`src/rtl/mux_share_arbiter.sv`:
```
// mux_share_arbiter: round-robin owner of a shared 2:1 selector (z = sel ? b : a) with registered output.
//   Ports: clk, rst_n (sync, active-low); req_a/req_b requests; a_data/b_data requester data;
//          gnt_a/gnt_b one-hot grants; sel selector control (0=A, 1=B); z registered selected data;
//          z_valid z holds granted data; preempt one-cycle pulse on forced hand-over.
//   Optional feature: define MUX_SHARE_ARBITER_PREEMPT_EN to force hand-over after MAX_HOLD owned
//          cycles when the other requester waits; otherwise owners hold while req is high.
module mux_share_arbiter #(
  parameter int WIDTH    = 1,
  parameter int MAX_HOLD = 8
) (
  input  logic             clk,
  input  logic             rst_n,
  input  logic             req_a,
  input  logic             req_b,
  input  logic [WIDTH-1:0] a_data,
  input  logic [WIDTH-1:0] b_data,
  output logic             gnt_a,
  output logic             gnt_b,
  output logic             sel,
  output logic [WIDTH-1:0] z,
  output logic             z_valid,
  output logic             preempt
);
  localparam int HW = $clog2(MAX_HOLD + 1);
  typedef enum logic [1:0] {IDLE, OWN_A, OWN_B} state_t;
  state_t           r_state, w_state_next;
  logic             r_last_b, r_sel, r_z_valid, r_preempt;
  logic             w_sel_next, w_preempt_next, w_hold_due;
  logic [HW-1:0]    r_hold;
  logic [WIDTH-1:0] r_z;
`ifdef MUX_SHARE_ARBITER_PREEMPT_EN
  assign w_hold_due = r_hold == HW'(MAX_HOLD - 1);
`else
  logic w_unused_hold;
  assign w_unused_hold = ^r_hold;
  assign w_hold_due    = 1'b0;
`endif
  always_comb begin
    w_state_next   = r_state;
    w_preempt_next = 1'b0;
    case (r_state)
      IDLE:    w_state_next = (req_a && req_b) ? (r_last_b ? OWN_A : OWN_B) :
                              req_a ? OWN_A : req_b ? OWN_B : IDLE;
      OWN_A: begin
        w_state_next   = !req_a ? (req_b ? OWN_B : IDLE) : (req_b && w_hold_due) ? OWN_B : OWN_A;
        w_preempt_next = req_a && req_b && w_hold_due;
      end
      OWN_B: begin
        w_state_next   = !req_b ? (req_a ? OWN_A : IDLE) : (req_a && w_hold_due) ? OWN_A : OWN_B;
        w_preempt_next = req_a && req_b && w_hold_due;
      end
      default: w_state_next = IDLE;
    endcase
    w_sel_next = (w_state_next == OWN_B) ? 1'b1 : (w_state_next == OWN_A) ? 1'b0 : r_sel;
  end
  always_ff @(posedge clk) begin
    if (!rst_n) begin
      r_state   <= IDLE;
      r_last_b  <= 1'b1;
      r_hold    <= '0;
      r_sel     <= 1'b0;
      r_z       <= '0;
      r_z_valid <= 1'b0;
      r_preempt <= 1'b0;
    end else begin
      r_state   <= w_state_next;
      if (r_state != IDLE && w_state_next != r_state) r_last_b <= (r_state == OWN_B);
      // any state change (including A->B hand-over) is an entry, so the count restarts
      r_hold    <= (r_state == IDLE || w_state_next != r_state) ? '0 :
                   (r_hold == HW'(MAX_HOLD)) ? r_hold : r_hold + 1'b1;
      r_sel     <= w_sel_next;
      if (w_state_next != IDLE) r_z <= w_sel_next ? b_data : a_data;
      r_z_valid <= w_state_next != IDLE;
      r_preempt <= w_preempt_next;
    end
  end
  assign gnt_a   = r_state == OWN_A;
  assign gnt_b   = r_state == OWN_B;
  assign sel     = r_sel;
  assign z       = r_z;
  assign z_valid = r_z_valid;
  assign preempt = r_preempt;
endmodule

```
`config.mk`:
```
export PLATFORM = sky130hd
export DESIGN_NAME = mux_share_arbiter
export DESIGN_NICKNAME = d
export VERILOG_FILES = /design/src/rtl/mux_share_arbiter.sv
export SDC_FILE = /design/constraint.sdc
export NUM_CORES = 1
export LEC_CHECK = 0
export CELL_PAD_IN_SITES_DETAIL_PLACEMENT = 0
export CELL_PAD_IN_SITES_GLOBAL_PLACEMENT = 1
export CORE_AREA = 5 5 42 44
export CTS_BUF_LIST = sky130_fd_sc_hd__clkbuf_4 sky130_fd_sc_hd__clkbuf_8
export DETAILED_ROUTE_END_ITERATION = 8
export DIE_AREA = 0 0 47 49
export MAX_ROUTING_LAYER = met4
export PLACE_DENSITY = 0.59
export SYNTH_ARGS = -nofsm -noshare
export SYNTH_HDL_FRONTEND = slang
export SYNTH_SLANG_ARGS = --single-unit
```
`constraint.sdc`:
```
create_clock -name clk -period 1.6 [get_ports clk]
set_input_delay 0.48 -clock clk [delete_from_list [all_inputs] [get_ports clk]]
set_output_delay 0.48 -clock clk [all_outputs]
set_load 0.02 [all_outputs]
```
# [Word level (Yosys, flattened, before mapping)]
# Index checks and enable logic that the tools add are counted.
[totals] wordCells=25 reg_bits=6
[classes] muxes=10 n_eq_ne=5 n_reduce_logical=5
[op_table] operator="two-way mux 2 bit" count=5
[op_table] operator="one-hot mux 2 bit (3 select lines)" count=1
[op_table] operator="equality test 2 x 1 -> 1 bit (second input constant)" count=2
[op_table] operator="equality test 2 bit (second input constant)" count=2
[op_table] operator="two-way mux 1 bit" count=4
[op_table] operator="nonzero test 2 bit" count=2
[op_table] operator="logical AND 1 bit" count=2
[op_table] operator="logical NOT 2 bit" count=1
[op_table] operator="!= test 2 bit" count=1

# [Depth between registers and ports, before layout]
# Gate-level depths: netlist of run 1.
[logic_depth] word_depth=8 mapped_depth=4 depth_no_buf=4

# [Worst setup path after synthesis of run 1]
# Ideal clock, no wire load.
[synth_path] path_kind="reg-to-output" start="register r_state[0]" end="output port gnt_a" t_arrival_ns=0.754 path_stages_with_launch=2 n_path_buf=0 slack_ns=0.366 cell_sequence="dfxtp_1 nor2b_1"
[synth_via] elab_chain_len=1
[synth_rtl] element="start, declared" line="26" text="state_t r_state, w_state_next;"
[synth_rtl] element="start signal, assigned" line="66" text="r_state <= w_state_next;"
[synth_rtl] element="equality test 2 x 1 -> 1 bit" line="77" text="assign gnt_a = r_state == OWN_A;"
[synth_rtl] element="end, declared" line="17" text="output logic gnt_a,"
# No other way between the ends.

# [Final worst setup path of run 1]
[layout_path] start="input port req_b" end="register r_z, in the netlist z"
[layout_via] elab_chain_len=8 word_cells_on_any_way=12
[layout_rtl] element="start, declared" line="14" text="input logic req_b,"
[layout_rtl] element="two-way mux 2 bit (2 in series)" line="43, 45"
[layout_rtl] element="two-way mux 2 bit" line="42" text="IDLE: w_state_next = (req_a && req_b) ? (r_last_b ? OWN_A : OWN_B) :"
[layout_rtl] element="one-hot mux 2 bit (3 select lines) (*)" line="41" text="case (r_state)"
[layout_rtl] element="equality test 2 x 1 -> 1 bit" line="54" text="w_sel_next = (w_state_next == OWN_B) ? 1'b1 : (w_state_next == OWN_A) ? 1'b0 : r_sel;"
[layout_rtl] element="two-way mux 1 bit (2 in series)" line="54"
[layout_rtl] element="two-way mux 1 bit" line="72" text="if (w_state_next != IDLE) r_z <= w_sel_next ? b_data : a_data;"
[layout_rtl] element="end signal, assigned" line="72"
[layout_rtl] element="end, declared" line="30" text="logic [WIDTH-1:0] r_z;"
# Mark *: on every way between the ends. The rest lies on a longest branch, timed or not.
# A chain may end at the register's enable or synchronous reset.

==> metrics, run 1 <==
status=finished, final reports clean; TritonCTS clock tree=built; DR vias=268; crit path capture type=flip-flop; Crit-path slowest cell=clkdlybuf4s50_1; post-synth cell types=18; DRT antenna net count=0; sequential area share after synthesis=45.3%; Ports=12; first-pass GRT wire length=993 um; row count=14; Syn Nets=37; Yosys Warn Count=0; Starting Density=18.9%; Fin Hold WS=519 ps; CP Launch Type=input port; CP max FO=4; cell family with most CP delay=compound AO/OA/AOI/OAI gates; worst r2r path cells=5; Synth Area in Adders=0%; WL per Instance=9.20 um; Yosys top cell by area=dfxtp_1; Setup CP Type=in -> reg; Setup TNS=0 ps; Period Utilization, post-route=95.6%; gr usage total=6.57%; register clock-pin slew on the reported worst setup and hold paths=50 ps; mux share of post-synthesis cell area=0%; chip width=47 um; PortBufs=10; CTS Buffer Depth=2; WP buf/inv=1; post-synthesis simple-gate area fraction=16.5%; nets=58; antenna violations before repair=0; clk_lat worst skew=240 ps; Cell Pwr Density=873 nW/um^2; pin count of the biggest net entering global routing=7; Final Hold Viols=0; Root Buffer=clkbuf_4; Worst Hold Class=reg -> reg; Post CTS Setup Buffer Count=0; Setup Skew=5.70 ps; WP depth=4; number of inserted diodes=0; TritonCTS buffer count=3; RSZ-0062 raised after global routing=false; crit-path cells=clkdlybuf4s50_1 > o22ai_1 > a2111o_1 > o311a_1; ratio of cells with drive above 1 in the final layout=22.0%; register area=120 um^2; Max VDD drop=0.262 mV; main combinational cell family by area after synthesis=compound AO/OA/AOI/OAI gates; Highest Clock Rate=654 MHz; routed wire length=607 um; Yosys top cell area share=45.3%; Die Ht=49 um; ranking of synthesized cells by area=dfxtp_1, a21oi_1, a2111o_1, inv_1, nor2_1; Syn Area/Cell=8.56 um^2; DR iter-0 viols=0; # setup viols final=0; vias in the first global route=242; first-pass iteration count of the detailed router=1; H-tree Lvls=1; GPL Wtd Cong=0.725; CP arrival=1660 ps; hold depth=2; layout overhead on the synthesized area=68.9%; XOR/XNOR share of the synthesized area=0%; clock sinks=6; Place WS=-173 ps; Syn Inst Count=31; vias per cell=4.06; most frequent cells in the layout=buf_4, dfxtp_1, clkdlybuf4s50_1; Tmin final=1530 ps; CP max stage delay=520 ps; worst endpoint required time=1730 ps; Detail Placement HPWL=502 um; leak pwr=0.221 nW; count of state elements after synthesis=6; Core ar.=1400 um^2; Final Max Tran Viols=0; die footprint=2300 um^2; Synth Area in Compound Gates=29.7%; Max Cap Violations=0; final setup margin=70.9 ps; commonest non-fill, non-tap cell in the layout=buf_4; drc violations=0; Syn Std Cell Area=265 um^2; Fill cells=163; area occupied by multi-input gates=126 um^2; grt ovf=0
-- synthesized netlist by cell type --
| master | instances |
|---|---|
| dfxtp_1 | 6 |
| o311a_1 | 1 |
| o311ai_0 | 1 |
| conb_1 | 1 |
| a2111o_1 | 1 |
| a21boi_0 | 1 |
| o22ai_1 | 1 |
| buf_4 | 1 |
| or2_2 | 1 |
| and3_1 | 1 |
| nor2b_1 | 1 |
| o21ai_0 | 2 |
| a21oi_1 | 3 |
| o211a_1 | 1 |
| and2_1 | 1 |
| nand2_1 | 2 |
| inv_1 | 3 |
| nor2_1 | 3 |
-- per-stage QoR --
| stage | instance area, um^2 | power [mW] | util [%] | std cells |
|---|---|---|---|---|
| 5_1_grt | 448 | 0.418 | 32.0 | 66 |
| 3_5_place_dp | 430 | 0.265 | 30.7 | 63 |
| 4_1_cts | 447 | 0.400 | 31.9 | 66 |
| 6_report | 448 | 0.391 | 32.0 | 66 |
| 2_1_floorplan | 265 | 0.213 | - | 31 |
| 3_3_place_gp | 430 | 0.267 | 30.7 | 63 |
-- metal layers --
metal / GRT usage [%] / vias to the layer above / routed length, um
met5: - / - / 0
met4: 5.53 / 0 / 0
met3: 4.80 / 0 / 80
met2: 7.01 / 9 / 266
met1: 7.69 / 113 / 260
li1: - / 146 / -
-- layout make-up --
class	count	area share, %
multi-input combinational	21	28.2
inverter	3	2.51
sequential	6	26.8
timing repair buffer	17	33.0
clock buffer	3	5.03
tap	16	4.47
-- sequential cells by signal (all words and copies together) (netlist names) --
signal / cells
r_last_b: 1
z: 1
r_state: 2
z_valid: 1
sel: 1
-- cell families (layout without fill, tap and decap cells) --
kind of cell | Yosys count | count (layout)
buffers and inverters | 4 | 23
other | 1 | 1
DFF | 6 | 6
and+or+nand+nor | 9 | 9
AOI/OAI and AO/OA | 11 | 11
-- power breakdown --
part           switching, mW  total, mW  internal [mW]
clock                 0.0517      0.136         0.0847
sequential           0.00536      0.167          0.162
combinational         0.0416     0.0877         0.0462
total                 0.0986      0.391          0.292
-- worst reg2reg max path: cells and delay by family (launching register included) --
family	cells	cell delay, ps
AOI/OAI and AO/OA	3	640
buffers and inverters	1	150
and+or+nand+nor	1	90
DFF	1	310
-- repair_timing --
action                     4_1_cts  5_1_grt
hold endpoints to repair         0        0
hold buffers                     0        0
gates resized for setup          5        1
gates cloned                     0        0
setup endpoints to repair        5        1
-- path summary, 6_finish.rpt --
path                         startpoint  slack (ps)                     to
setup reg to reg  r_state[0]$_SDFF_PN0_         300         z$_SDFFE_PN0P_
setup / recovery                  req_b          70         z$_SDFFE_PN0P_
hold reg to reg   r_last_b$_SDFFE_PN1P_         520  r_last_b$_SDFFE_PN1P_
hold / removal    r_last_b$_SDFFE_PN1P_         520  r_last_b$_SDFFE_PN1P_
No activity file was read; power rests on OpenSTA's default activity.
==> run 2, diff against run 1 <==
--- a/config.mk
+++ b/config.mk
@@ -7,10 +7,10 @@
 export LEC_CHECK = 0
 export CELL_PAD_IN_SITES_DETAIL_PLACEMENT = 0
 export CELL_PAD_IN_SITES_GLOBAL_PLACEMENT = 1
-export CORE_AREA = 5 5 42 44
+export CORE_AREA = 2 2 39 41
 export CTS_BUF_LIST = sky130_fd_sc_hd__clkbuf_4 sky130_fd_sc_hd__clkbuf_8
 export DETAILED_ROUTE_END_ITERATION = 8
-export DIE_AREA = 0 0 47 49
+export DIE_AREA = 0 0 41 43
 export MAX_ROUTING_LAYER = met4
 export PLACE_DENSITY = 0.59
 export SYNTH_ARGS = -nofsm -noshare
==> run 2 against run 1 <==
  * First-iteration DRC count up 3
  * Via count is 5.6% higher
  * Combinational power down 2%
  * Total power hardly changed
  * Wire length grew 7.7%
  * Die area is 23% lower
  * Global-route usage up 2.8 points
  * Clock skew is 6.1 ps higher
  * Cell count decreased by 1.5%
  * Critical path depth stayed put
  * Critical endpoint unchanged
==> metrics, run 2 (synthesis results as in run 1) <==
status=finished, final reports clean; Max Cap Violations=0; clock sinks=6; hold buffer count at CTS=0; DRT antenna net count=0; Worst Hold Class=reg -> reg; gr usage total=9.35%; die footprint=1760 um^2; Detail Placement HPWL=532 um; worst endpoint required time=1730 ps; GPL Wtd Cong=0.695; CP max stage delay=530 ps; clk_lat worst skew=240 ps; TritonCTS buffer count=3; Highest Clock Rate=643 MHz; vias per cell=4.35; CP Launch Type=input port; first-pass iteration count of the detailed router=2; TritonCTS clock tree=built; max reg flops=2; Ports=12; crit path capture type=flip-flop; Tmin final=1550 ps; pin count of the biggest net entering global routing=7; Place WS=-209 ps; Crit-path slowest cell=clkdlybuf4s50_1; crit-path cells=clkdlybuf4s50_1 > o22ai_1 > a2111o_1 > o311a_1; PortBufs=10; # setup viols final=0; Reg with most FFs=r_state; Fin Hold WS=529 ps; most frequent cells in the layout=buf_4, dfxtp_1, clkdlybuf4s50_1; WL per Instance=10.1 um; DR vias=283; DR iter-0 viols=3; grt ovf=0; register clock-pin slew on the reported worst setup and hold paths=50 ps; Die Ht=43 um; routed wire length=654 um; Final Max Tran Viols=0; Setup CP Type=in -> reg; CTS Buffer Depth=2; drc violations=0; Root Buffer=clkbuf_4; layout overhead on the synthesized area=64.2%; ratio of cells with drive above 1 in the final layout=22.4%; Starting Density=19.2%; Core ar.=1380 um^2; nets=57; final setup margin=45.6 ps; CP max FO=4; Period Utilization, post-route=97.1%; number of inserted diodes=0; chip width=41 um; H-tree Lvls=1; leak pwr=0.216 nW; Final Hold Viols=0; Non-Filler Instances=65; Cell Pwr Density=898 nW/um^2; Max VDD drop=0.265 mV; vias in the first global route=269; CP arrival=1690 ps; first-pass GRT wire length=1010 um; RSZ-0062 raised after global routing=false; DP Cell Count=62; Setup Skew=11.8 ps; antenna violations before repair=0; row count=14
## run 2: cell count changes in the layout (fill, tap and decap cells not counted), sizes merged
cell           change
buf                -1
clkdlybuf4s15      -1
clkbuf             +1
## run 2: cell type report
| class | instances | area, um^2 |
|---|---|---|
| Inverter | 3 | 11.3 |
| Clock buffer | 3 | 22.5 |
| Tap cell | 16 | 20.0 |
| Fill cell | 150 | 948 |
| Timing Repair Buffer | 16 | 135 |
| Multi-Input combinational cell | 21 | 126 |
| Sequential cell | 6 | 120 |
## run 2: report_power, final
group,switching (mW),internal (mW),leakage (nW),total [mW]
sequential,0.00573,0.162,0.0498,0.167
clock,0.0526,0.0847,0.0138,0.137
combinational,0.0421,0.0440,0.153,0.0862
total,0.100,0.290,0.216,0.391
## run 2: what timing repair did
item                       CTS  global route
setup endpoints to repair    5             1
pin swaps                    0             0
resized for setup            5             2
buffers inserted             0             0
## run 2: through the flow
stage | utilization (%) | instance area, um^2 | TNS (ps) | total power [mW]
after floorplan | - | 265 | 0 | 0.213
after global placement | 30.6 | 423 | -286 | 0.262
after detailed placement | 30.6 | 423 | -364 | 0.264
after CTS | 31.7 | 439 | 0 | 0.402
after global routing | 31.5 | 435 | 0 | 0.414
final | 31.5 | 435 | 0 | 0.391
## run 2: final timing paths
check                           slack (ps)                   from               endpoint  cells after the start
worst min-delay path                   530  r_last_b$_SDFFE_PN1P_  r_last_b$_SDFFE_PN1P_                      2
worst max register to register         290  r_state[0]$_SDFF_PN0_         z$_SDFFE_PN0P_                      5
worst max-delay path                    50                  req_b         z$_SDFFE_PN0P_                      4
worst min register to register         530  r_last_b$_SDFFE_PN1P_  r_last_b$_SDFFE_PN1P_                      2
## run 2: layer usage
| layer | global-route usage [%] | vias to the layer above | share of wire [%] |
|---|---|---|---|
| met5 | - | - | 0 |
| met2 | 13.1 | 9 | 50 |
| met1 | 8.97 | 126 | 39 |
| li1 | - | 146 | - |
| met3 | 4.71 | 2 | 11 |
| met4 | 8.00 | 0 | 0.61 |
## run 2: worst max-delay path: cells and delay by family
family                 cells  cell delay [ps]
AO/OA/AOI/OAI              3              670
buffers and inverters      1              530
==> run 3, diff against run 2 <==
--- a/config.mk
+++ b/config.mk
@@ -12,7 +12,7 @@
 export DETAILED_ROUTE_END_ITERATION = 8
 export DIE_AREA = 0 0 41 43
 export MAX_ROUTING_LAYER = met4
-export PLACE_DENSITY = 0.59
+export PLACE_DENSITY = 0.61
 export SYNTH_ARGS = -nofsm -noshare
 export SYNTH_HDL_FRONTEND = slang
 export SYNTH_SLANG_ARGS = --single-unit
==> constraint.sdc (replaced) <==
create_clock -name clk -period 1.34 [get_ports clk]
set_input_delay 0.402 -clock clk [delete_from_list [all_inputs] [get_ports clk]]
set_output_delay 0.402 -clock clk [all_outputs]
set_load 0.02 [all_outputs]
==> run 3 against run 2 <==
  * Count of clock-buffer cells in the layout did not move
  * Largest power group unchanged
  * Sequential share of layout area fell by 0.94 points
  * Sequential power rose by 20%
  * Total power rose by 21%
==> metrics, run 3 (synthesis results as in run 1) <==
Post-DP Area=430 um^2; Setup Skew=4.69 ps; worst r2r src=r_state[0]$_SDFF_PN0_; hold path start=r_last_b$_SDFFE_PN1P_; first-pass GRT wire length=1030 um; Core ar.=1380 um^2; Reg with most FFs=r_state; vias per cell=4.26; DRT antenna net count=0; CP max stage delay=330 ps; max reg flops=2; Worst Hold Class=reg -> reg; fin area=455 um^2; vias in the first global route=261; Setup CP Type=reg -> out; # setup viols final=0; CP arrival=880 ps; ratio of cells with drive above 1 in the final layout=34.0%; Fill cells=152; leak pwr=0.225 nW; Highest Clock Rate=783 MHz; Fin Hold WS=546 ps; gr usage total=9.39%; chip width=41 um; WP buf/inv=1; TritonCTS clock tree=built; PortBufs=10; Tmin final=1280 ps; Max Cap Violations=0; crit-path cells=clkdlybuf4s15_1; drc violations=0; WL per Instance=10.2 um; Cell Pwr Density=1040 nW/um^2; Ports=12; crit path capture type=output pin; GPL Wtd Cong=0.608; DR vias=281; sequential power share=42.6%; H-tree Lvls=1; Final Max Tran Viols=0; clock sinks=6; Root Buffer=clkbuf_4; Final Hold Viols=0; status=finished, final reports clean; antenna violations before repair=0; cell family with most CP delay=flip-flops; routed wire length=675 um; Final Power=472 uW; pin count of the biggest net entering global routing=7; CP max FO=2; Die Ht=43 um; TritonCTS buffer count=3; NetSw=122 uW; Clock power frac=34.2%; first-pass iteration count of the detailed router=4; grt ovf=0; most frequent cells in the layout=buf_4, dfxtp_1; worst endpoint required time=940 ps; Pint=351 uW; layout overhead on the synthesized area=71.7%; row count=14; Setup TNS=0 ps; combinational power share=23.1%; clk_lat worst skew=240 ps; Period Utilization, post-route=95.3%; Max VDD drop=0.287 mV; number of inserted diodes=0; die footprint=1760 um^2; Detail Placement HPWL=499 um; Post CTS Setup Buffer Count=0; Crit-path slowest cell=dfxtp_1; commonest non-fill, non-tap cell in the layout=buf_4; DR iter-0 viols=4; register clock-pin slew on the reported worst setup and hold paths=50 ps; Worst setup startpoint=sel$_SDFF_PN0_; Starting Density=19.2%; CP Launch Type=flip-flop; CTS Buffer Depth=2; nets=58; Sw Share=25.8%
run 3: cell types whose count changed in the layout (fill, tap and decap cells not counted), sizes merged:
cell / change
clkdlybuf4s50: -2
buf: +3
dlygate4sd2: -1
clkbuf: -1
clkdlybuf4s15: +2
run 3: power groups by stage:
stage	sequential, mW	combinational (mW)	clock, mW
5_1_grt	0.203	0.122	0.182
6_report	0.201	0.109	0.162
3_5_place_dp	0.204	0.114	0
2_1_floorplan	0.215	0.0387	0
3_3_place_gp	0.204	0.114	0
4_1_cts	0.201	0.103	0.174
run 3: final timing paths:
| check | end | slack [ps] | depth (start not counted) |
|---|---|---|---|
| hold / removal | r_last_b$_SDFFE_PN1P_ | 550 | 2 |
| hold reg to reg | r_last_b$_SDFFE_PN1P_ | 550 | 2 |
| setup / recovery | sel | 60 | 1 |
| setup reg to reg | z$_SDFFE_PN0P_ | 80 | 5 |
run 3: repair_timing:
item / 4_1_cts / 5_1_grt
pin swaps: 0 / 1
hold endpoints to repair: 0 / 0
gates resized for setup: 14 / 7
hold buffers: 0 / 0
gates cloned: 0 / 0
setup endpoints to repair: 7 / 5
run 3: final cells by class:
| class | instances | area [um^2] | share of cell area, % |
|---|---|---|---|
| repair buffers | 17 | 141 | 31.0 |
| multi-input cells | 21 | 139 | 30.5 |
| flip-flops and latches | 6 | 121 | 26.6 |
| clock buffers | 3 | 22.5 | 4.95 |
| well taps | 16 | 20.0 | 4.40 |
| inverters | 3 | 11.3 | 2.47 |
run 3: worst reg2reg max path, stage by stage, from the launching register on:
cell and delay (ps):
dfxtp_1 310, buf_4 150, nor2_2 100, o22ai_2 100, a2111o_1 370, o311a_1 120
run 3: through the flow:
stage | util, % | worst slack, ps | std cells
2_1_floorplan | - | 184 | 31
3_3_place_gp | 31.1 | -345 | 63
3_5_place_dp | 31.1 | -368 | 63
4_1_cts | 31.6 | 2.46 | 66
5_1_grt | 32.9 | -16.5 | 66
6_report | 32.9 | 62.6 | 66
run 3: metal layers:
metal  up-vias  global-route usage, %  share of wire, %
li1        148                      -                 -
met3         0                   4.71               7.4
met4         0                   6.00                 0
met1       122                   11.4                43
met5         -                      -                 0
met2        11                   11.9                49
